===== src/rtl/nibble_serial_adder_pkg.sv =====
// Shared definitions for the nibble-serial adder: FSM encoding,
// slice width and the two's-complement overflow helper.
package nibble_serial_adder_pkg;

    localparam int NIBBLE_W = 4;

    typedef enum logic [1:0] {
        IDLE = 2'd0,
        RUN  = 2'd1,
        DONE = 2'd2
    } state_e;

    // Signed overflow of the top slice: operand signs agree but the
    // result sign differs.
    function automatic logic add_ovf(
        input logic sa,
        input logic sb,
        input logic ss
    );
        return (sa == sb) && (ss != sa);
    endfunction

endpackage


===== src/rtl/nibble_serial_adder_rca.sv =====
// 4-bit ripple-carry adder used as the per-slice adder.
// Ports: a_i, b_i (slice operands), c_i (carry-in),
//        s_o (slice sum), c_o (slice carry-out).
module ripple_carry_adder_4bit
    import nibble_serial_adder_pkg::*;
(
    input  logic [NIBBLE_W-1:0] a_i,
    input  logic [NIBBLE_W-1:0] b_i,
    input  logic                c_i,
    output logic [NIBBLE_W-1:0] s_o,
    output logic                c_o
);

    logic [NIBBLE_W:0] cy;

    always_comb begin
        cy    = '0;
        s_o   = '0;
        cy[0] = c_i;
        for (int i = 0; i < NIBBLE_W; i++) begin
            s_o[i]    = a_i[i] ^ b_i[i] ^ cy[i];
            cy[i + 1] = (a_i[i] & b_i[i]) | (cy[i] & (a_i[i] ^ b_i[i]));
        end
        c_o = cy[NIBBLE_W];
    end

endmodule


===== src/rtl/nibble_serial_adder.sv =====
// Nibble-serial adder: captures a, b, cin on an input handshake, adds
// one 4-bit slice per cycle, then holds sum/cout until out_ready.
// Ports: clk, rst (async, active-high); in_valid/in_ready input
//        handshake with a, b, cin; out_valid/out_ready output
//        handshake with sum, cout; busy (not IDLE).
// Optional: define NIBBLE_SERIAL_ADDER_OVF_EN to add the ovf output
//        (two's-complement overflow, valid with cout).
module nibble_serial_adder
    import nibble_serial_adder_pkg::*;
#(
    parameter int NIBBLES = 4
) (
    input  logic                    clk,
    input  logic                    rst,
    input  logic                    in_valid,
    output logic                    in_ready,
    input  logic [4*NIBBLES-1:0]    a,
    input  logic [4*NIBBLES-1:0]    b,
    input  logic                    cin,
    output logic                    out_valid,
    input  logic                    out_ready,
    output logic [4*NIBBLES-1:0]    sum,
    output logic                    cout,
`ifdef NIBBLE_SERIAL_ADDER_OVF_EN
    output logic                    ovf,
`endif
    output logic                    busy
);

    localparam int W  = NIBBLE_W * NIBBLES;
    localparam int KW = $clog2(NIBBLES);
    localparam logic [KW-1:0] K_LAST = KW'(NIBBLES - 1);

    state_e         state_q, state_d;
    logic [W-1:0]   a_q, a_d;
    logic [W-1:0]   b_q, b_d;
    logic [W-1:0]   sum_q, sum_d;
    logic [KW-1:0]  k_q, k_d;
    logic           carry_q, carry_d;
    logic           cout_q, cout_d;

    logic [NIBBLE_W-1:0] sl_a;
    logic [NIBBLE_W-1:0] sl_b;
    logic [NIBBLE_W-1:0] sl_s;
    logic                sl_c;

    // Slice k of the captured operands; operands never shift.
    assign sl_a = a_q[k_q*NIBBLE_W +: NIBBLE_W];
    assign sl_b = b_q[k_q*NIBBLE_W +: NIBBLE_W];

    ripple_carry_adder_4bit u_rca (
        .a_i (sl_a),
        .b_i (sl_b),
        .c_i (carry_q),
        .s_o (sl_s),
        .c_o (sl_c)
    );

`ifdef NIBBLE_SERIAL_ADDER_OVF_EN
    logic ovf_q, ovf_d;
`endif

    always_comb begin
        state_d = state_q;
        a_d     = a_q;
        b_d     = b_q;
        sum_d   = sum_q;
        k_d     = k_q;
        carry_d = carry_q;
        cout_d  = cout_q;
`ifdef NIBBLE_SERIAL_ADDER_OVF_EN
        ovf_d   = ovf_q;
`endif
        unique case (state_q)
            IDLE: begin
                if (in_valid) begin
                    a_d     = a;
                    b_d     = b;
                    carry_d = cin;
                    k_d     = '0;
                    state_d = RUN;
                end
            end
            RUN: begin
                sum_d[k_q*NIBBLE_W +: NIBBLE_W] = sl_s;
                carry_d = sl_c;
                k_d     = k_q + 1'b1;
                if (k_q == K_LAST) begin
                    // Final slice: latch carry-out and finish.
                    cout_d  = sl_c;
`ifdef NIBBLE_SERIAL_ADDER_OVF_EN
                    ovf_d   = add_ovf(sl_a[NIBBLE_W-1],
                                      sl_b[NIBBLE_W-1],
                                      sl_s[NIBBLE_W-1]);
`endif
                    k_d     = '0;
                    state_d = DONE;
                end
            end
            DONE: begin
                if (out_ready) begin
                    state_d = IDLE;
                end
            end
            default: begin
                state_d = IDLE;
            end
        endcase
    end

    always_ff @(posedge clk or posedge rst) begin
        if (rst) begin
            state_q <= IDLE;
            a_q     <= '0;
            b_q     <= '0;
            sum_q   <= '0;
            k_q     <= '0;
            carry_q <= 1'b0;
            cout_q  <= 1'b0;
        end else begin
            state_q <= state_d;
            a_q     <= a_d;
            b_q     <= b_d;
            sum_q   <= sum_d;
            k_q     <= k_d;
            carry_q <= carry_d;
            cout_q  <= cout_d;
        end
    end

`ifdef NIBBLE_SERIAL_ADDER_OVF_EN
    always_ff @(posedge clk or posedge rst) begin
        if (rst) begin
            ovf_q <= 1'b0;
        end else begin
            ovf_q <= ovf_d;
        end
    end

    assign ovf = ovf_q;
`endif

    assign in_ready  = (state_q == IDLE);
    assign out_valid = (state_q == DONE);
    assign busy      = (state_q != IDLE);
    assign sum       = sum_q;
    assign cout      = cout_q;

endmodule


===== config.mk =====
export PLATFORM = sky130hd
export DESIGN_NAME = nibble_serial_adder
export DESIGN_NICKNAME = d
export VERILOG_FILES = /design/src/rtl/nibble_serial_adder_pkg.sv /design/src/rtl/nibble_serial_adder_rca.sv /design/src/rtl/nibble_serial_adder.sv
export SDC_FILE = /design/constraint.sdc
export NUM_CORES = 1
export LEC_CHECK = 0
export ABC_AREA = 0
export CAP_MARGIN = 15
export CORE_ASPECT_RATIO = 0.5
export CORE_UTILIZATION = 54
export CTS_CLUSTER_DIAMETER = 30
export DETAILED_ROUTE_END_ITERATION = 10
export PLACE_DENSITY_LB_ADDON = 0.25
export SLEW_MARGIN = 20
export SYNTH_ARGS = -nofsm -noshare
export SYNTH_HDL_FRONTEND = slang
export SYNTH_HIERARCHICAL = 1
export SYNTH_SLANG_ARGS = --single-unit

===== constraint.sdc =====
create_clock -name clk -period 7 [get_ports clk]
set_input_delay 1.4 -clock clk [delete_from_list [all_inputs] [get_ports clk]]
set_output_delay 1.4 -clock clk [all_outputs]
set_load 0.02 [all_outputs]

**Yosys cells after proc, flatten, opt, wreduce, memory -nomap -nowiden**

Cells that the tools add are included.

- Bits in registers: 54
- Bits in latches: 0
- Bits in writable memories: 0
- ROM bits: 0
- Output and inout bits: 20
- Memories: 0

- Add/sub/neg operators: 2
- Multipliers: 0
- Divide/modulo/power cells: 0
- Order comparisons: 0
- Equality and inequality tests: 6
- Shift-type cells: 4
- Mux-type cells: 10
- Bitwise operators: 20
- Reductions and logical operators: 7

Operators by type and width:

| operator | count |
|---|---|
| negator 4 -> 34 bit | 1 |
| variable shift 4 x 34 -> 16 bit (first input constant) | 1 |
| indexed part select 4 x 34 -> 16 bit | 1 |
| indexed part select 16 x 5 -> 4 bit | 2 |
| bitwise mux 16 bit | 1 |
| 2-to-1 mux 2 bit | 5 |
| AND 1 bit | 8 |
| bitwise XOR 1 bit | 8 |
| case mux 2 bit (3 select lines) | 1 |
| AND reduction 2 bit | 3 |
| == test 2 bit (second input constant) | 2 |
| != test 2 bit (second input constant) | 2 |
| bitwise OR 1 bit | 4 |
| case mux 2 bit (2 select lines) | 1 |
| nonzero test 2 bit | 2 |
| AND reduction 3 bit | 1 |
| adder 2 x 1 -> 2 bit (second input constant) | 1 |
| == test 2 x 1 -> 1 bit (second input constant) | 1 |
| zero test 2 bit | 1 |
| != test 2 x 1 -> 1 bit (second input constant) | 1 |
| case mux 1 bit (2 select lines) | 1 |
| 2-to-1 mux 1 bit | 1 |

**Logic depth before layout (Yosys ltp)**

- Depth in word-level cells: 11
- Mapped depth: 12
- Mapped depth without buffers: 11

**Hierarchy**

The synthesis kept the hierarchy.

Modules (own cells, without submodules):

| module | instances | cells an instance | area each (sq um) |
|---|---|---|---|
| nibble_serial_adder | 1 | 189 | 2524.9 |
| ripple_carry_adder_4bit | 1 | 14 | 117.6 |

**Least setup slack after synthesis**

OpenSTA, ideal clock, no wires.

- Path kind: register to register
- Start point: register k_q[0]
- End point: register sum_q[7] (netlist: sum[7])
- Setup time: 101 ps
- Arrival: 2892 ps
- Data required time: 6899 ps
- Slack: 4007 ps
- Cell stages (with the launch flop): 13
- Clock period less this slack: 2993 ps
- Path through: dfrtp_1 -> buf_6 -> mux4_1 -> fa_1 -> inv_1 -> fa_1 -> inv_1 -> fa_1 -> inv_1 -> fa_1 -> inv_1 -> nand2_1 -> o32ai_1

- Word-level cells in the longest chain between the ends: 11
- Elaborated cells between the ends (all ways): 23
- Classes of those cells: 1 x add/sub; 4 x shift; 1 x mux; 17 x bitwise

Ends and longest elaborated chain:

| item | line | text |
|---|---|---|
| from (decl) | nibble_serial_adder.sv:38 | `logic [KW-1:0] k_q, k_d;` |
| from (signal assigned) | nibble_serial_adder.sv:125 | `k_q <= k_d;` |
| indexed part select 16 x 5 -> 4 bit (*) | nibble_serial_adder.sv:48 | `assign sl_a = a_q[k_q*NIBBLE_W +: NIBBLE_W];` |
| named net sl_a[0] | nibble_serial_adder.sv:42 | `logic [NIBBLE_W-1:0] sl_a;` |
| bitwise XOR 1 bit | nibble_serial_adder_rca.sv:22 | `cy[i + 1] = (a_i[i] & b_i[i]) \| (cy[i] & (a_i[i] ^ b_i[i]));` |
| AND 1 bit | nibble_serial_adder_rca.sv:22 |  |
| bitwise OR 1 bit (*) | nibble_serial_adder_rca.sv:22 |  |
| AND 1 bit (*) | nibble_serial_adder_rca.sv:22 |  |
| bitwise OR 1 bit (*) | nibble_serial_adder_rca.sv:22 |  |
| AND 1 bit (*) | nibble_serial_adder_rca.sv:22 |  |
| bitwise OR 1 bit (*) | nibble_serial_adder_rca.sv:22 |  |
| bitwise XOR 1 bit (*) | nibble_serial_adder_rca.sv:21 | `s_o[i] = a_i[i] ^ b_i[i] ^ cy[i];` |
| named net sl_s[3] | nibble_serial_adder.sv:44 | `logic [NIBBLE_W-1:0] sl_s;` |
| indexed part select 4 x 34 -> 16 bit (*) | nibble_serial_adder.sv:85 | `sum_d[k_q*NIBBLE_W +: NIBBLE_W] = sl_s;` |
| bitwise mux 16 bit (*) | nibble_serial_adder.sv:85 |  |
| to (signal assigned) | nibble_serial_adder.sv:124 | `sum_q <= sum_d;` |
| to (decl) | nibble_serial_adder.sv:37 | `logic [W-1:0] sum_q, sum_d;` |

The timed path passes the listed nets; every way through them passes the cells marked *.
A chain may end at the register's enable or synchronous reset.

**Worst setup path after layout**

- Start point: register k_q[0]
- End point: register sum_q[11] (netlist: sum[11])

Same word-level chain as after synthesis.

==> key figures <==
Pwr
  – Power Dens Cells: 497 nW/um2
  – Lkg Pwr: 1.41 nW
  – Max VDD drop: between 0.2 and 0.25 mV

Drt
  – Wirelength per Cell: 15.6 um
  – DRC errors left: 0
  – Final wirelength: 5.05 mm
  – Antenna Nets Post-Route: 0
  – Routed vias/inst: 5.48
  – Routed via count: 1774
  – First-pass DRT Iterations: 4
  – DR iter-0 viols: 54

Global route
  – First-pass GRT wire length: slightly below 9 mm
  – Vias in the first global route: between 1500 and 2000
  – GRT Overall Usage: 0.228
  – Total global routing overflow: 0
  – Initial antenna violation count: 0
  – Largest net degree at the start of global routing: 55

Die
  – Die Footprint: just over 5000 um2
  – # rows: 17
  – Initial core utilization: 0.581
  – CORE AREA: 4550 um2
  – IO Pins: 57
  – Die Ht: around 51 um
  – Die Wd: 101 um

Timing
  – Fin crit period: 3.68 ns
  – Final Hold Viols: 0
  – Final setup fails: 0
  – Worst slew margin: 0.394
  – Final period util: 0.525
  – Fin Hold WS: 0.508 ns
  – Skew final: 0.00736 ns
  – RSZ-0062 raised after global routing: no
  – Setup TNS: 0 ns
  – Max Transition Viols Final: 0
  – Worst Tran Pin Value: 0.909 ns
  – FMAX: roughly 270 MHz

Layout
  – Fraction of layout instances using a drive strength above 1: 0.186
  – # nets final: 303
  – Filler cell count: 343
  – Antenna cells: 0
  – Area Growth Syn to Fin: 27.0%

Setup path
  – Critical path cell sequence: mux4_1 -> fa_1 -> inv_1 -> fa_1 -> inv_1 -> fa_1 -> inv_1 -> fa_1 -> inv_1 -> nand2_1 -> o32ai_1
  – Crit. End Element: flop
  – Worst R2R End: sum[11]
  – Worst setup SP type: flop
  – Crit-path max FO: 20
  – Critical path class: flop to flop
  – Worst R2R Path Depth: 11
  – Flop-to-flop setup slack: 3.32 ns
  – Crit path largest cell delay: 0.86 ns
  – Critical R2R Launch: k_q[0]
  – CP max-delay cell: dfrtp_1
  – Crit path DAT: 3.88 ns
  – Worst Path Required: 7.20 ns
  – Worst setup path start: k_q[0]
  – Worst setup endpoint: sum[11]

Synthesis
  – Yosys warns: 6
  – Adder-cell share of the synthesized area: 0.0540
  – Cell count after synthesis: approximately 200
  – Synth Cell Area: 2640 um2
  – Largest family of logic cells by synthesized area: multiplexers
  – Post-synthesis sequential area ratio: 0.511
  – Synth top area cells: dfrtp_1, mux2_2, inv_1, mux4_1, o32ai_1
  – FF+latch count, synth: 54
  – Post-synth top area share: 0.511
  – Syn Nets: 249
  – Post-synthesis compound-gate area fraction: 0.0672
  – Multiplexer area fraction after synthesis: 0.214
  – Post-synthesis xor/xnor area fraction: 0
  – Mapped Avg Cell Area: 13.0 um2
  – Leading area contributor after synthesis: dfrtp_1
  – Simple-Gate Fraction of Synth Area: 0.0871
  – Post-synthesis cell type count: 28

CTS
  – Hold-fix buffers, CTS: 0
  – Post-CTS resize count: 0
  – Total CTS buffers: 5
  – H-tree depth: 2
  – Clock Tree Root: clkbuf_8
  – CTS max path bufs: 2
  – Postcts setup bufs: 0
  – Reg clk slew, reported paths: 0.09 ns
  – CTS tree: done
  – CTS Sinks: 54
  – Clock insertion delay at the later pin of the skew report: around 0.30 ns

Placement
  – I/O Buffers: 56
  – Placer Congestion: 0.817
  – Dpl hpwl: 3.72 mm

Worst hold path
  – Hold Path Class: flop to flop

Flow run
  – # Max-Cap Violations: 0

Status
  – Status: finished clean
## routing by layer
layer	routed length (um)	global-route usage
met1	2240	0.284
met2	2530	0.401
met3	195	0.0520
met4	79	0.0797
met5	0	0
## cells in the final DEF, fill, tap and decap left out, types with 3 or more instances in the layout
cell             instances
clkdlybuf4s50_1         56
dfrtp_1                 54
mux2_2                  33
inv_1                   32
nand2_1                 12
o32ai_1                 12
ha_1                     5
clkbuf_8                 5
and3b_1                  4
mux4_2                   4
mux4_1                   4
o22ai_1                  4
fa_1                     4
nor2b_1                  3
nand2b_1                 3
nand4bb_1                3
nand4b_1                 3
## cell type report
| type | instances | area [um2] | share of cell area |
|---|---|---|---|
| Timing Repair Buffer | 57 | 568 | 0.169 |
| Tap cell | 66 | 82.6 | 0.0246 |
| Sequential cell | 54 | 1350 | 0.403 |
| Inverter | 33 | 125 | 0.0373 |
| Clock inverter | 1 | 30.0 | 0.00895 |
| Multi-Input combinational cell | 106 | 1120 | 0.335 |
| Clock buffer | 7 | 76.3 | 0.0227 |
## stage by stage
| stage | setup WS [ns] | power (mW) | area, um2 | util | std cells |
|---|---|---|---|---|---|
| after global routing | 3.02 | 1.80 | 3360 | 0.737 | 324 |
| after global placement | 3.45 | 1.43 | 3250 | 0.714 | 316 |
| after detailed placement | 3.31 | 1.47 | 3250 | 0.714 | 316 |
| final | 3.32 | 1.67 | 3360 | 0.737 | 324 |
| after CTS | 3.28 | 1.68 | 3360 | 0.737 | 324 |
| after floorplan | 4.01 | 1.18 | 2640 | - | 203 |
## flip-flops by register name (all words and copies together), names as in the netlist
signal	count
a_q	16
b_q	16
carry_q	1
cout	1
k_q	2
state_q	2
sum	16
## cells in the mapped netlist
master	count
nand2_1	12
mux4_2	4
o21bai_1	1
or4b_4	1
buf_2	4
mux2_2	33
nand4b_1	3
a21oi_1	1
or4b_1	1
buf_6	1
and3b_1	4
fa_1	4
or3b_2	1
nand4bb_1	3
clkbuf_1	5
mux4_1	4
o22ai_1	4
o32ai_1	12
a21o_1	1
nor3b_2	1
a22o_1	2
inv_1	33
nor2_1	2
ha_1	5
a222oi_1	1
nor2b_1	3
dfrtp_1	54
nand2b_1	3
## worst max-delay path: cells and delay by family (launching register included)
kind / cells / cell delay (ns)
adders and majority gates: 4 / 1.37
DFF: 1 / 0.86
muxes: 1 / 0.68
buffers and inverters: 4 / 0.35
AOI/OAI and AO/OA: 1 / 0.24
and+or+nand+nor: 1 / 0.07
## report_power, final
group | switching [mW] | internal (mW)
logic | 0.455 | 0.435
clock network | 0.0955 | 0.107
registers | 0.117 | 0.457
total | 0.668 | 0.999
## worst min path at each step
stage            start  endpoint  slack (ns)  cells past startpoint
2_1_floorplan   a_q[4]    a_q[4]        0.47                      1
3_3_place_gp   a_q[10]   a_q[10]        0.48                      1
3_5_place_dp   a_q[14]   a_q[14]        0.49                      1
4_1_cts        a_q[14]   a_q[14]        0.51                      1
5_1_grt        b_q[10]   b_q[10]        0.53                      1
6_report       a_q[13]   a_q[13]        0.51                      1
## cells by family after synthesis
| logic type | count (synthesis) |
|---|---|
| DFF | 54 |
| buffers and inverters | 43 |
| muxes | 41 |
| and+or+nand+nor | 34 |
| AOI/OAI and AO/OA | 22 |
| adders and majority gates | 9 |
Power figures use the tool's default switching activity.
